===== src/rtl/cordic_rotation_stage.sv =====
// One micro-rotation of a rotation-mode CORDIC: rotates (x,y) by +/-atan(2^-shift)
// toward zero residual phase, with a single output register stage.
module cordic_rotation_stage #(
   parameter int bitwidth = 16,
   parameter int zwidth   = 16,
   parameter int shift    = 1
) (
   input  logic                       clk,
   input  logic                       reset,
   input  logic signed [bitwidth-1:0] xi,
   input  logic signed [bitwidth-1:0] yi,
   input  logic signed [zwidth-1:0]   zi,
   input  logic signed [zwidth-1:0]   constant,
   output logic signed [bitwidth-1:0] xo,
   output logic signed [bitwidth-1:0] yo,
   output logic signed [zwidth-1:0]   zo
);

   // Shifts of bitwidth or more collapse to pure sign fill (0 or -1).
   function automatic logic signed [bitwidth-1:0] asr(input logic signed [bitwidth-1:0] v);
      if (shift >= bitwidth)
         return {bitwidth{v[bitwidth-1]}};
      else
         return v >>> shift;
   endfunction

   logic                       z_is_pos;
   logic signed [bitwidth-1:0] xs;
   logic signed [bitwidth-1:0] ys;
   logic signed [bitwidth-1:0] x_next;
   logic signed [bitwidth-1:0] y_next;
   logic signed [zwidth-1:0]   z_next;

   logic signed [bitwidth-1:0] x_p1;
   logic signed [bitwidth-1:0] y_p1;
   logic signed [zwidth-1:0]   z_p1;

   always_comb begin
      z_is_pos = ~zi[zwidth-1];
      xs       = asr(xi);
      ys       = asr(yi);
      if (z_is_pos) begin
         x_next = xi - ys;
         y_next = yi + xs;
         z_next = zi - constant;
      end else begin
         x_next = xi + ys;
         y_next = yi - xs;
         z_next = zi + constant;
      end
   end

   // Stage p1: output registers; reset clears data so an in-flight sample is dropped.
   always_ff @(posedge clk or negedge reset) begin
      if (!reset) begin
         x_p1 <= '0;
         y_p1 <= '0;
         z_p1 <= '0;
      end else begin
         x_p1 <= x_next;
         y_p1 <= y_next;
         z_p1 <= z_next;
      end
   end

   assign xo = x_p1;
   assign yo = y_p1;
   assign zo = z_p1;

endmodule


===== config.mk =====
export PLATFORM = sky130hd
export DESIGN_NAME = cordic_rotation_stage
export DESIGN_NICKNAME = d
export VERILOG_FILES = /design/src/rtl/cordic_rotation_stage.sv
export SDC_FILE = /design/constraint.sdc
export NUM_CORES = 1
export LEC_CHECK = 0
export ABC_AREA = 1
export CORE_MARGIN = 5
export CORE_UTILIZATION = 47
export CTS_CLUSTER_SIZE = 40
export DETAILED_ROUTE_END_ITERATION = 10
export PLACE_DENSITY = 0.84
export SLEW_MARGIN = 5
export SYNTH_ARGS = -nofsm -noshare
export SYNTH_HDL_FRONTEND = slang
export SYNTH_SLANG_ARGS = --single-unit

===== constraint.sdc =====
create_clock -name clk -period 0.8 [get_ports clk]
set_input_delay 0.2 -clock clk [delete_from_list [all_inputs] [get_ports clk]]
set_output_delay 0.2 -clock clk [all_outputs]
set_load 0.1 [all_outputs]

==> qor.yml, run 1 <==
status: "stopped before the end"
haltStage: "global routing"
first-error: "[ERROR DPL-0038] Utilization greater than 100%, impossible to legalize"
cts_root_buf: "clkbuf_8"
io_pins: 114
worst_endpoint: "yo[13]$_DFF_PN0_/D"
clk_path_buf_depth: 2
worstEpCategory: "register data pin"
numPortBuffers: 113
cts_buffers: 5
synth_cell_types: 33
grt_max_degree: 49
netlist_area_sq_mm: 0.005066
syn_inst: 783
htree_levels: 2
die_y_um: 113.8
avgSynthCellArea_sq_um: 6.470
yosysWarnings: 0
ys_seq_area_share_pct: 23.71
num_rows: 38
placedCellCount: 1177
synth-seq-cells: 48
die_w_um: 113.8
cts_sinks: 48
start_util_pct: 47.36
synthFlopType: "dfrtp_1"
synth-edff-count: 0
dp_hpwl_mm: 15.24
syn_nets: 906
postPlaceCellArea_sq_mm: 0.008663
routabilityCongestion: 0.9141
synthArstFlopShare_pct: 100.0
[synth_stat cells (all sizes together), types with 7 or more instances]
cell type | n | area (sq um)
a21oi | 44 | 224.0
nand3 | 60 | 305.3
o21ai | 21 | 112.6
dfrtp | 48 | 1201
inv | 109 | 409.1
nor2 | 84 | 330.3
nor3 | 7 | 40.04
nand2 | 267 | 1022
ha | 54 | 675.7
nand4 | 10 | 68.81
xor2 | 41 | 359.1
xnor2 | 12 | 105.1
[stage by stage]
| step | setup slack, ps | setup TNS, ps | hold WS (ps) |
|---|---|---|---|
| floorplan | -1127 | -36420 | -95.57 |
| global placement | -1847 | -74830 | 204.2 |
| detailed placement | -1914 | -78730 | 216.6 |
| CTS | -1111 | -58160 | 227.3 |
[kinds of logic after synthesis]
logic type      count (synthesis)  share of synthesized area (%)
simple gates                  435                          35.79
flops                          48                          23.71
buf+inv                       114                          8.545
fa+ha+maj                      57                          14.52
xor+xnor                       53                          9.163
compound gates                 76                          8.274
[timing repair]
action / 4_1_cts
hold buffers: 1
endpoints found under the hold margin: 48
setup buffers: 56
pin swaps: 222
resized for setup: 348
endpoints found under the setup margin: 96
==> inputs of run 2 (changes only) <==
--- a/config.mk
+++ b/config.mk
@@ -7,10 +7,9 @@
 export LEC_CHECK = 0
 export ABC_AREA = 1
 export CORE_MARGIN = 5
-export CORE_UTILIZATION = 47
-export CTS_CLUSTER_SIZE = 40
+export CORE_UTILIZATION = 35
 export DETAILED_ROUTE_END_ITERATION = 10
-export PLACE_DENSITY = 0.84
+export PLACE_DENSITY_LB_ADDON = 0.15
 export SLEW_MARGIN = 5
 export SYNTH_ARGS = -nofsm -noshare
 export SYNTH_HDL_FRONTEND = slang
==> constraint.sdc (replaced) <==
create_clock -name clk -period 1.04 [get_ports clk]
set_input_delay 0.26 -clock clk [delete_from_list [all_inputs] [get_ports clk]]
set_output_delay 0.26 -clock clk [all_outputs]
set_load 0.1 [all_outputs]
==> qor.yml, run 2 <==
clk_pin_slew_ps: 70
cp.required_ps: 1230
finalHoldViolCount: 0
synth-compound-area-share_pct: 8.274
avgSynthCellArea_sq_um: 6.470
vdd_drop_max_mv: 1.522
yosys.area.top_type: "dfrtp_1"
dp_hpwl_mm: 13.19
final_common_cell: "buf_4"
slew_headroom_pct: 80.70
use_met3_pct: 3.766
hold_path_depth: 3
start_util_pct: 35.26
ys_seq_area_share_pct: 23.71
synth_cell_types: 33
die_y_um: 130.3
cts_buffers: 5
violations: "negative setup slack"
synth_commonest_cells: "259 x nand2_1, 108 x inv_1, 80 x nor2_1"
fp.coreArea_sq_mm: 0.01437
path_max_fanout: 4
met2_usage_pct: 40.34
syn_inst: 783
synthArstFlopShare_pct: 100.0
synthFlopType: "dfrtp_1"
num_rows: 44
setup_ws_ps: -967.3
busiest_layer: "met2"
yosysWarnings: 0
routabilityCongestion: 0.9002
period_minus_slack_ps: 2007
synth-seq-cells: 48
end_kind: "register"
cts_root_buf: "clkbuf_16"
startpoint_type: "input pin"
path_cells: "buf_12 > inv_12 > ha_4 > nand4_4 > nor2_4 > nand2_2 > nand2_1 > nand2_1 > nand2_1 > inv_2 > ha_4 > nand2_4 > nor2_2 > and2_1 > nand2_1 > nand3_1 > nand2_1"
synth_top_family_by_area: "simple AND/OR/NAND/NOR gates"
timing.final.crit_share_pct: 193.0
grt_max_degree: 49
crit_type: "input pin to register"
yosys.area_share.simple_pct: 35.79
synth-edff-count: 0
min_from: "constant[0]"
rsz0062_at_grt: "true"
max_freq_mhz: 498.2
die_w_um: 130.3
grt_pass1_vias: 6205
finalMaxSlewViolations: 0
area_delta_synth_final_pct: 123.4
grtUsageTotal_pct: 21.47
cp_slowest_cell: "ha_4"
synth_area_leaders: "dfrtp_1 24%, nand2_1 19%, ha_1 13%"
htree_levels: 2
setup_viol: 93
post-place-ws_ps: -1691
cts_tree: "yes"
vias_per_cell: 5.042
synthMuxAreaShare_pct: 0
p_leak_uw: 0.005373
synthAdderAreaFrac_pct: 14.52
cpMostUsedCell: "nand2_1"
min_path_type: "input pin to register"
worstMarginPinSlew_ps: 289.5
grtUsageMet1_pct: 24.43
syn_nets: 906
grt_overflow: 0
worstPathArrival_ps: 2190
cts_sinks: 48
fin_setup_tns_ps: -36060
clk_path_buf_depth: 2
routedWlPerCell_um: 16.58
yosysTopAreaCellShare_pct: 23.71
yosysMostFrequentCell: "nand2_1"
grt_pass1_wl_mm: 28.84
antenna_found_initial: 0
dieArea_sq_mm: 0.01698
dr_total_vias: 6691
layout_common_cells: "196 x buf_4, 156 x nand2_1, 72 x nand2_2"
antenna_cells: 0
numPortBuffers: 113
ant_nets: 0
route.detailed.drc: 0
netlist_area_sq_mm: 0.005066
wl_mm: 22.00
drive_gt1_share_pct: 65.09
io_pins: 114
nets: 1265
first_iter_violations: 329
worst_hold_path.endpoint: "zo[0]"
p_per_area_mw_per_mm2: 1545
slowest_delay_ps: 310
cap_violations: 0
synth_xor_area_share_pct: 9.163
dr.pass1.iters: 5
status: "finished, violations left"
==> run 2: cell counts after synthesis <==
Identical to the previous run, type by type.
==> run 2: worst max-delay path by stage <==
stage           startpoint  endpoint  slack, ps  cells past startpoint
3_5_place_dp   constant[1]    zo[13]      -1690                     18
4_1_cts              yi[2]    xo[14]       -910                     15
5_1_grt        constant[1]    zo[13]      -1070                     17
6_report             xi[2]    yo[13]       -970                     17
3_3_place_gp   constant[1]    zo[13]      -1680                     18
2_1_floorplan  constant[1]    zo[13]       -950                     16
==> run 2: layout make-up <==
type	instances	area (sq um)
fill	821	3053
timing repair inverter	2	27.53
sequential	48	1260
clock buffer	6	128.9
tap	184	230.2
clock inverter	2	35.03
inverter	109	493.0
multi-input combinational	621	5528
timing repair buffer	355	3613
==> run 2: timing repair <==
item                                    4_1_cts  5_1_grt
pin swaps                                   184      209
hold endpoints to repair                     48        0
resized for setup                           323      282
hold buffers                                  1        0
cloned                                        3        0
buffers inserted                             48       43
endpoints found under the setup margin       95       93
==> run 2: critical path: cells and delay by family <==
| family | cells | cell delay (ps) |
|---|---|---|
| and+or+nand+nor | 12 | 1220 |
| buffers and inverters | 3 | 220 |
| adders and majority gates | 2 | 470 |
==> run 2: per-layer routing <==
layer  up-vias  wire length (um)
met5         -                 0
met4         0               980
met3        74              1183
met2       250             11600
met1      3169              8238
li1       3198                 -
==> run 2: power by group <==
part | total [uW] | switching, uW | internal (uW)
Sequential | 2900 | 433 | 2470
Combinational | 12700 | 7450 | 5210
Clock | 1920 | 785 | 1130
==> run 2: kinds of logic (layout without fill, tap and decap cells) <==
group | Yosys count | after routing
fa+ha+maj | 57 | 57
simple gates | 435 | 435
flops | 48 | 48
buf+inv | 114 | 474
xor+xnor | 53 | 53
compound gates | 76 | 76
==> run 2: stage by stage <==
stage	area, sq um	hold WS (ps)	power [uW]	instances	utilization (%)
floorplan	5684	-35.59	8938	783	-
global placement	8700	273.0	13260	1238	60.55
detailed placement	8700	274.8	13300	1238	60.55
CTS	10090	315.3	16180	1294	70.22
global route	11320	293.5	18170	1327	78.75
finish	11320	282.6	17480	1327	78.75
Note: power is estimated with default switching activity, not from simulation.
==> inputs of run 3 (changes only) <==
--- a/config.mk
+++ b/config.mk
@@ -10,7 +10,7 @@
 export CORE_UTILIZATION = 35
 export DETAILED_ROUTE_END_ITERATION = 10
 export PLACE_DENSITY_LB_ADDON = 0.15
-export SLEW_MARGIN = 5
 export SYNTH_ARGS = -nofsm -noshare
 export SYNTH_HDL_FRONTEND = slang
 export SYNTH_SLANG_ARGS = --single-unit
+export TNS_END_PERCENT = 50
==> qor.yml, run 3 (synthesis results as in run 2) <==
final_common_cell: "buf_4"
finalHoldViolCount: 0
vias_per_cell: 4.938
p_per_area_mw_per_mm2: 1548
cp.required_ps: 1280
vdd_drop_max_mv: 1.282
htree_levels: 2
period_minus_slack_ps: 1972
die_w_um: 130.3
worstMarginPinSlew_ps: 287.1
cap_violations: 0
path_max_fanout: 3
grt_pass1_vias: 6452
start_util_pct: 35.26
clk_pin_slew_ps: 70
min_path_type: "input pin to register"
area_delta_synth_final_pct: 119.2
dieArea_sq_mm: 0.01698
routedWlPerCell_um: 16.68
route.detailed.drc: 0
status: "finished, violations left"
post-place-ws_ps: -1716
fin_cells: 1329
ant_nets: 0
placedCellCount: 1238
timing.final.crit_share_pct: 189.6
setup_ws_ps: -931.7
max_freq_mhz: 507.2
grt_overflow: 0
io_pins: 114
worstPathArrival_ps: 2210
num_rows: 44
dp_hpwl_mm: 13.33
cts_root_buf: "clkbuf_16"
drive_gt1_share_pct: 59.04
p_leak_uw: 0.005403
nets: 1267
violations: "negative setup slack"
dr_total_vias: 6563
wl_mm: 22.17
rsz0062_at_grt: "true"
dr.pass1.iters: 4
cts_tree: "yes"
setup_viol: 93
numPortBuffers: 113
layout_common_cells: "200 x buf_4, 164 x nand2_1, 76 x inv_1"
antenna_found_initial: 0
cts_buffers: 5
cts_sinks: 48
grt_max_degree: 49
slew_headroom_pct: 80.86
finalMaxSlewViolations: 0
grt_pass1_wl_mm: 29.65
crit_type: "input pin to register"
clk_path_buf_depth: 2
routabilityCongestion: 0.9185
end_kind: "register"
startpoint_type: "input pin"
first_iter_violations: 331
antenna_cells: 0
fp.coreArea_sq_mm: 0.01437
grtUsageTotal_pct: 21.97
die_y_um: 130.3
-- run 3: repair_timing --
action	CTS	global route
hold buffers	1	0
gates resized for setup	306	254
pin swaps	193	190
cloned	4	0
buffers inserted	50	44
hold endpoints to repair	48	0
endpoints found under the setup margin	95	93
-- run 3: final cells by class --
cell class	instances	area (sq um)
Multi-Input combinational cell	621	5311
Timing Repair Buffer	357	3666
Fill cell	846	3266
Sequential cell	48	1202
Inverter	109	500.5
Tap cell	184	230.2
Clock buffer	5	125.1
Clock inverter	3	42.54
Timing Repair inverter	2	25.02
-- run 3: power by group --
part	internal, uW	switching [uW]
logic	5100	7350
registers	2380	433
clock network	1130	791
total	8610	8580
-- run 3: critical path, stage by stage --
cell	delay (ps)
clkdlybuf4s15_2	220
inv_1	140
nand4_1	170
nor2_2	150
nand2_1	90
nand2_1	60
nand2_1	40
nand2_1	70
nand2_2	80
ha_4	290
nand2_2	70
nor2_4	100
and3_4	200
nand2_1	70
nand2_2	80
nand3_2	50
nand2_1	70
-- run 3: worst paths after layout --
kind | end | depth (start not counted) | from | slack, ps
max | yo[15] | 17 | xi[7] | -930
min | zo[0] | 2 | zi[0] | 210
max in group asynchronous | xo[0] | 3 | reset | 320
min in group asynchronous | zo[1] | 3 | reset | 480
-- run 3: metrics by stage --
step	cell area, sq um	setup TNS (ps)	power [uW]	hold WS, ps	util, %
after floorplan	5627	-33150	8823	-35.59	-
after detailed placement	8655	-66760	13190	272.7	60.23
after global routing	11100	-40920	17940	212.8	77.27
after global placement	8655	-66300	13150	272.1	60.23
after CTS	10060	-37210	16060	310.4	70.03
final	11100	-36310	17190	205.8	77.27
-- run 3: per-layer routing --
layer  wire length [um]  up-vias  part of all wire [%]  GRT usage, %
li1                   -     3195                     -             -
met1               8123     3082                    37         24.97
met2              11800      204                    53         40.01
met3               1125       82                   5.1         3.357
met4               1118        0                   5.0         10.45
met5                  0        -                     0             0
